**config.mk**
```make
export PLATFORM = sky130hd
export DESIGN_NAME = pwm_dac_strobe_gen
export DESIGN_NICKNAME = d
export VERILOG_FILES = /design/src/rtl/sar_pwm_pkg.sv /design/src/rtl/pwm_tick_prescaler.sv /design/src/rtl/pwm_dac_strobe_gen.sv
export SDC_FILE = /design/constraint.sdc
export NUM_CORES = 1
export LEC_CHECK = 0
export ABC_AREA = 1
export BUFFER_PORTS_ARGS = -buffer_cell sky130_fd_sc_hd__buf_2
export CAP_MARGIN = 20
export CORE_MARGIN = 4
export CORE_UTILIZATION = 30
export DETAILED_ROUTE_END_ITERATION = 10
export PLACE_DENSITY = 0.52
export SYNTH_ARGS = -nofsm -noshare
export SYNTH_HDL_FRONTEND = slang
export SYNTH_SLANG_ARGS = --single-unit
export TNS_END_PERCENT = 30
```
**constraint.sdc**
```tcl
create_clock -name clk -period 2.23 [get_ports clk]
set_input_delay 0.3345 -clock clk [delete_from_list [all_inputs] [get_ports clk]]
set_output_delay 0.3345 -clock clk [all_outputs]
set_load 0.005 [all_outputs]
```
**src/rtl/sar_pwm_pkg.sv**
```systemverilog
// Shared constants for the SAR-loop PWM DAC blocks.
package sar_pwm_pkg;

    localparam int DATA_W = 8;
    localparam logic [DATA_W-1:0] PWM_MAX = 8'hFF;

endpackage : sar_pwm_pkg

```
**src/rtl/pwm_tick_prescaler.sv**
```systemverilog
// Clock prescaler for PWM blocks: emits a one-clock tick every PRESCALE
// clocks while clr is low; clr holds the count at zero.
module pwm_tick_prescaler #(
    parameter int PRESCALE = 1
) (
    input  logic clk,
    input  logic reset,
    input  logic clr,
    output logic tick
);

    localparam int PRE_W = (PRESCALE > 1) ? $clog2(PRESCALE) : 1;
    localparam logic [PRE_W-1:0] PRE_LAST = PRE_W'(PRESCALE - 1);

    if (PRESCALE < 1) begin : g_bad_prescale
        $error("pwm_tick_prescaler: PRESCALE must be >= 1");
    end

    logic [PRE_W-1:0] pre_q, pre_d;

    // Next prescaler count: wrap at PRESCALE-1, clear while idle.
    always_comb begin
        pre_d = pre_q;
        if (clr || pre_q == PRE_LAST) begin
            pre_d = '0;
        end else begin
            pre_d = pre_q + PRE_W'(1);
        end
    end

    assign tick = !clr && (pre_q == PRE_LAST);

    // Prescaler count register.
    always_ff @(posedge clk or posedge reset) begin
        if (reset) begin
            pre_q <= '0;
        end else begin
            pre_q <= pre_d;
        end
    end

endmodule : pwm_tick_prescaler

```
**src/rtl/pwm_dac_strobe_gen.sv**
```systemverilog
// PWM DAC driver for the SAR ADC loop: shadowed 8-bit duty, registered PWM
// output, and a settle strobe every SETTLE_PERIODS+1 PWM periods.
module pwm_dac_strobe_gen
    import sar_pwm_pkg::*;
#(
    parameter int PRESCALE       = 1,
    parameter int SETTLE_PERIODS = 4
) (
    input  logic              clk,
    input  logic              reset,
    input  logic              run,
    input  logic [DATA_W-1:0] value,
    output logic              pwm,
    output logic              strobe,
    output logic [DATA_W-1:0] duty
);

    localparam int SCNT_W = $clog2(SETTLE_PERIODS + 1);
    localparam logic [SCNT_W-1:0] SCNT_LAST = SCNT_W'(SETTLE_PERIODS);

    if (SETTLE_PERIODS < 1) begin : g_bad_settle
        $error("pwm_dac_strobe_gen: SETTLE_PERIODS must be >= 1");
    end

    logic              tick;
    logic              boundary;
    logic [DATA_W-1:0] cnt_q, cnt_d;
    logic [DATA_W-1:0] duty_q, duty_d;
    logic [SCNT_W-1:0] scnt_q, scnt_d;
    logic              pwm_q, pwm_d;
    logic              strobe_q, strobe_d;

    pwm_tick_prescaler #(
        .PRESCALE(PRESCALE)
    ) u_prescaler (
        .clk  (clk),
        .reset(reset),
        .clr  (!run),
        .tick (tick)
    );

    // Last count of the period on a tick: shadow load and settle step.
    assign boundary = tick && (cnt_q == PWM_MAX);

    // Period counter, shadow duty, compare and settle/strobe next state.
    // The run=0 branch takes priority so a boundary coinciding with run
    // falling neither strobes nor advances the settle count.
    always_comb begin
        cnt_d    = cnt_q;
        duty_d   = duty_q;
        scnt_d   = scnt_q;
        pwm_d    = 1'b0;
        strobe_d = 1'b0;
        if (!run) begin
            cnt_d  = '0;
            scnt_d = '0;
            duty_d = value;
        end else begin
            pwm_d = (cnt_q < duty_q);
            if (tick) begin
                cnt_d = cnt_q + DATA_W'(1);
            end
            if (boundary) begin
                duty_d = value;
                if (scnt_q == SCNT_LAST) begin
                    scnt_d   = '0;
                    strobe_d = 1'b1;
                end else begin
                    scnt_d = scnt_q + SCNT_W'(1);
                end
            end
        end
    end

    // State and output registers.
    always_ff @(posedge clk or posedge reset) begin
        if (reset) begin
            cnt_q    <= '0;
            duty_q   <= '0;
            scnt_q   <= '0;
            pwm_q    <= 1'b0;
            strobe_q <= 1'b0;
        end else begin
            cnt_q    <= cnt_d;
            duty_q   <= duty_d;
            scnt_q   <= scnt_d;
            pwm_q    <= pwm_d;
            strobe_q <= strobe_d;
        end
    end

    assign pwm    = pwm_q;
    assign strobe = strobe_q;
    assign duty   = duty_q;

endmodule : pwm_dac_strobe_gen

```
==> impl_results.md <==
* First-pass GRT wire length at 3910 µm
* Final period utilization at 62.9%
* Slew Limit Fails at 0
* Clock sinks at 22
* Netlist cell types at 21
* Final core utilization at 36.9%
* I/O pin cnt at 21
* Synth Area in Simple Gates at 24.1%
* Total CTS buffers at 3
* Initial Util at 31.6%
* Leak at 0.000719 µW
* Most numerous cell in the Yosys netlist: nand2_1
* Largest fanout on the critical path at 17
* Syn_nets at 161
* Area added between synthesis and finish at 16.6%
* Crit path DAT at 1590 ps
* Final count of negative-setup-slack endpoints at 0
* DRT antenna net count at 0
* Post-cts sizing count at 0
* Crit start category: flop
* Compound-Gate Fraction of Synth Area at 8.09%
* Height of the die at 70.6 µm
* Total track usage at 9.63%
* Power per cell area at 588 nW/µm²
* Post-synth EDFFs at 0
* Final Instance Count excl. Fillers at 210
* Slew headroom at 43.9%
* Crit-path max cell delay at 400 ps
* Seq/Total Area, Yosys at 46.8%
* Final HPWL DP at 1750 µm
* Setup Fix Bufs, Post-CTS at 0
* Worst setup path category: reg2reg
* Synth top area share at 46.8%
* Synth Area in Adders at 10.6%
* Fin Setup TNS at 0 ps
* Clock root buffer: clkbuf_8
* Status: finished, final reports clean
* DR WL/cell at 10.6 µm
* Ant. Diodes at 0
* Fraction of layout cells with a size suffix above 1 at 19.8%
* Hold-fix buffers, CTS at 0
* WL final at 2240 µm
* NumNets Final at 184
* Avg Inst Size Synth at 8.40 µm²
* Row cnt at 22
* CP Data Required Time at 2410 ps
* Yosys reg bits at 22
* Fin crit period at 1400 ps
* Via Count at 905
* Slowest cell on the critical path: dfrtp_1
* Via/cell ratio at 4.31
* RSZ-0062 raised after global routing: false
* Pre-antenna DRT Iters at 4
* Core footprint at 3720 µm²
* GP Congestion at 0.796
* Class of the worst hold path: in2async
* Syn. warnings at 0
* Top cells by instance count after synthesis: 34 x nand2_1, 22 x dfrtp_1, 20 x inv_1
* Overall die width at 70.6 µm
* Post-Place Cells at 206
* Critical path endpoint category: flop
* Skew-Pair Late Insertion Delay at 260 ps
* XOR/XNOR Fraction of Synth Area at 0.745%
* Synth area leader: dfrtp_1
* Port bufs at 20
* Vias in the first global route at 914
* Largest net degree at the start of global routing at 23
* Final global-route overflow total at 0
* Mapped Cells at 140
* Final Skew at 2.22 ps
* Clock Tree Buf Depth at 2
* Largest family of logic cells by synthesized area: simple AND/OR/NAND/NOR gates
* Peak VDD IR at 0.000229 V
* Synth Cell Area at 1180 µm²
* Initial antenna violation count at 0
* TritonCTS clock tree: built
* H-tree depth at 1
* Asr flop ratio synth at 100%
* Synth area leaders: dfrtp_1 47%, nand2_1 11%, ha_1 11%
* Clock-pin slew on the worst setup and hold paths at 80 ps
* Mux share of post-synthesis cell area at 0.851%
* Hold Fails Final Rpt at 0
* Max Clk Rate at 713 MHz
* Synth Flop Type: dfrtp_1
* Initial drt markers at 38
* Full die area at 4990 µm²
* DRC at 0
* Max-cap violations at 0
* Worst slew pin tran at 840 ps
* Critical path cell sequence: ha_1, nand3_2, nor2_4, nand2_2, nand2_4, nand2_1, o21ai_1
==> worst max-delay path: cells and delay by family, from the launching register on <==
| family | cells | cell delay (ps) |
|---|---|---|
| flip-flops | 1 | 400 |
| AO/OA/AOI/OAI | 1 | 80 |
| adder cells (fa/ha/maj) | 1 | 230 |
| AND/OR/NAND/NOR | 5 | 620 |
==> kinds of logic (layout without fill, tap and decap cells) <==
kind of cell	after synthesis	count (layout)
and+or+nand+nor	63	63
buffers and inverters	23	45
DFF	22	22
AOI/OAI and AO/OA	19	19
adders and majority gates	10	10
other	1	1
xor gates and xnor gates	1	1
muxes	1	1
==> power by group <==
group	switching, µW	internal, µW
combinational	58.6	37.7
sequential	11.6	417
clock	125	157
total	195	611
==> worst paths after layout <==
kind                               start  slack, ps  cells past startpoint         to
worst min register to register   duty[6]        550                      2    duty[6]
max in group asynchronous          reset       1470                      2  scnt_q[0]
min in group clk                value[0]        270                      3    duty[0]
worst max register to register  cnt_q[1]        830                      7    duty[2]
worst min-delay path               reset        230                      2  scnt_q[2]
worst max-delay path            cnt_q[1]        830                      7    duty[2]
==> per-stage QoR <==
| step | area (µm²) | worst slack, ps | total power [µW] | hold WS (ps) |
|---|---|---|---|---|
| after global placement | 1320 | 886 | 531 | 529 |
| after detailed placement | 1320 | 822 | 535 | 533 |
| final | 1370 | 827 | 806 | 234 |
| after CTS | 1370 | 804 | 823 | 268 |
| after floorplan | 1180 | 953 | 497 | 324 |
| after global routing | 1370 | 661 | 852 | 281 |
==> routing by layer <==
layer	global-route usage (%)	wire length, µm	vias to the layer above
met4	3.13	21	0
li1	-	-	486
met5	0	0	-
met2	16.3	1090	11
met3	2.84	87	4
met1	11.7	1040	404
==> registers in the layout, summed over array words and instances (netlist names) <==
| name | flops |
|---|---|
| cnt_q | 8 |
| duty | 8 |
| pwm | 1 |
| scnt_q | 3 |
| strobe | 1 |
| u_prescaler.pre_q | 1 |
==> cells in the final DEF, fill, tap and decap left out <==
cell	netlist	layout
nor2_2	1	1
nand3_2	1	1
nand2_4	1	1
nand2_1	34	34
o21ai_1	9	9
nor2_4	1	1
dfrtp_1	22	22
buf_2	1	20
o21ai_0	3	3
a21oi_1	7	7
inv_2	1	1
nor2_1	11	11
ha_1	10	10
conb_1	1	1
clkbuf_8	0	4
nand4_1	2	2
xnor2_1	1	1
inv_1	20	20
mux2i_1	1	1
nand3_1	9	9
nand2_2	3	3
==> cell type report <==
cell class	instances	area, µm²
inverter	21	78.8
fill	411	2340
tap	48	60.1
clock buffer	4	55.1
timing repair buffer	20	100
multi-input combinational	95	527
sequential	22	551
Power figures use the tool's default switching activity.
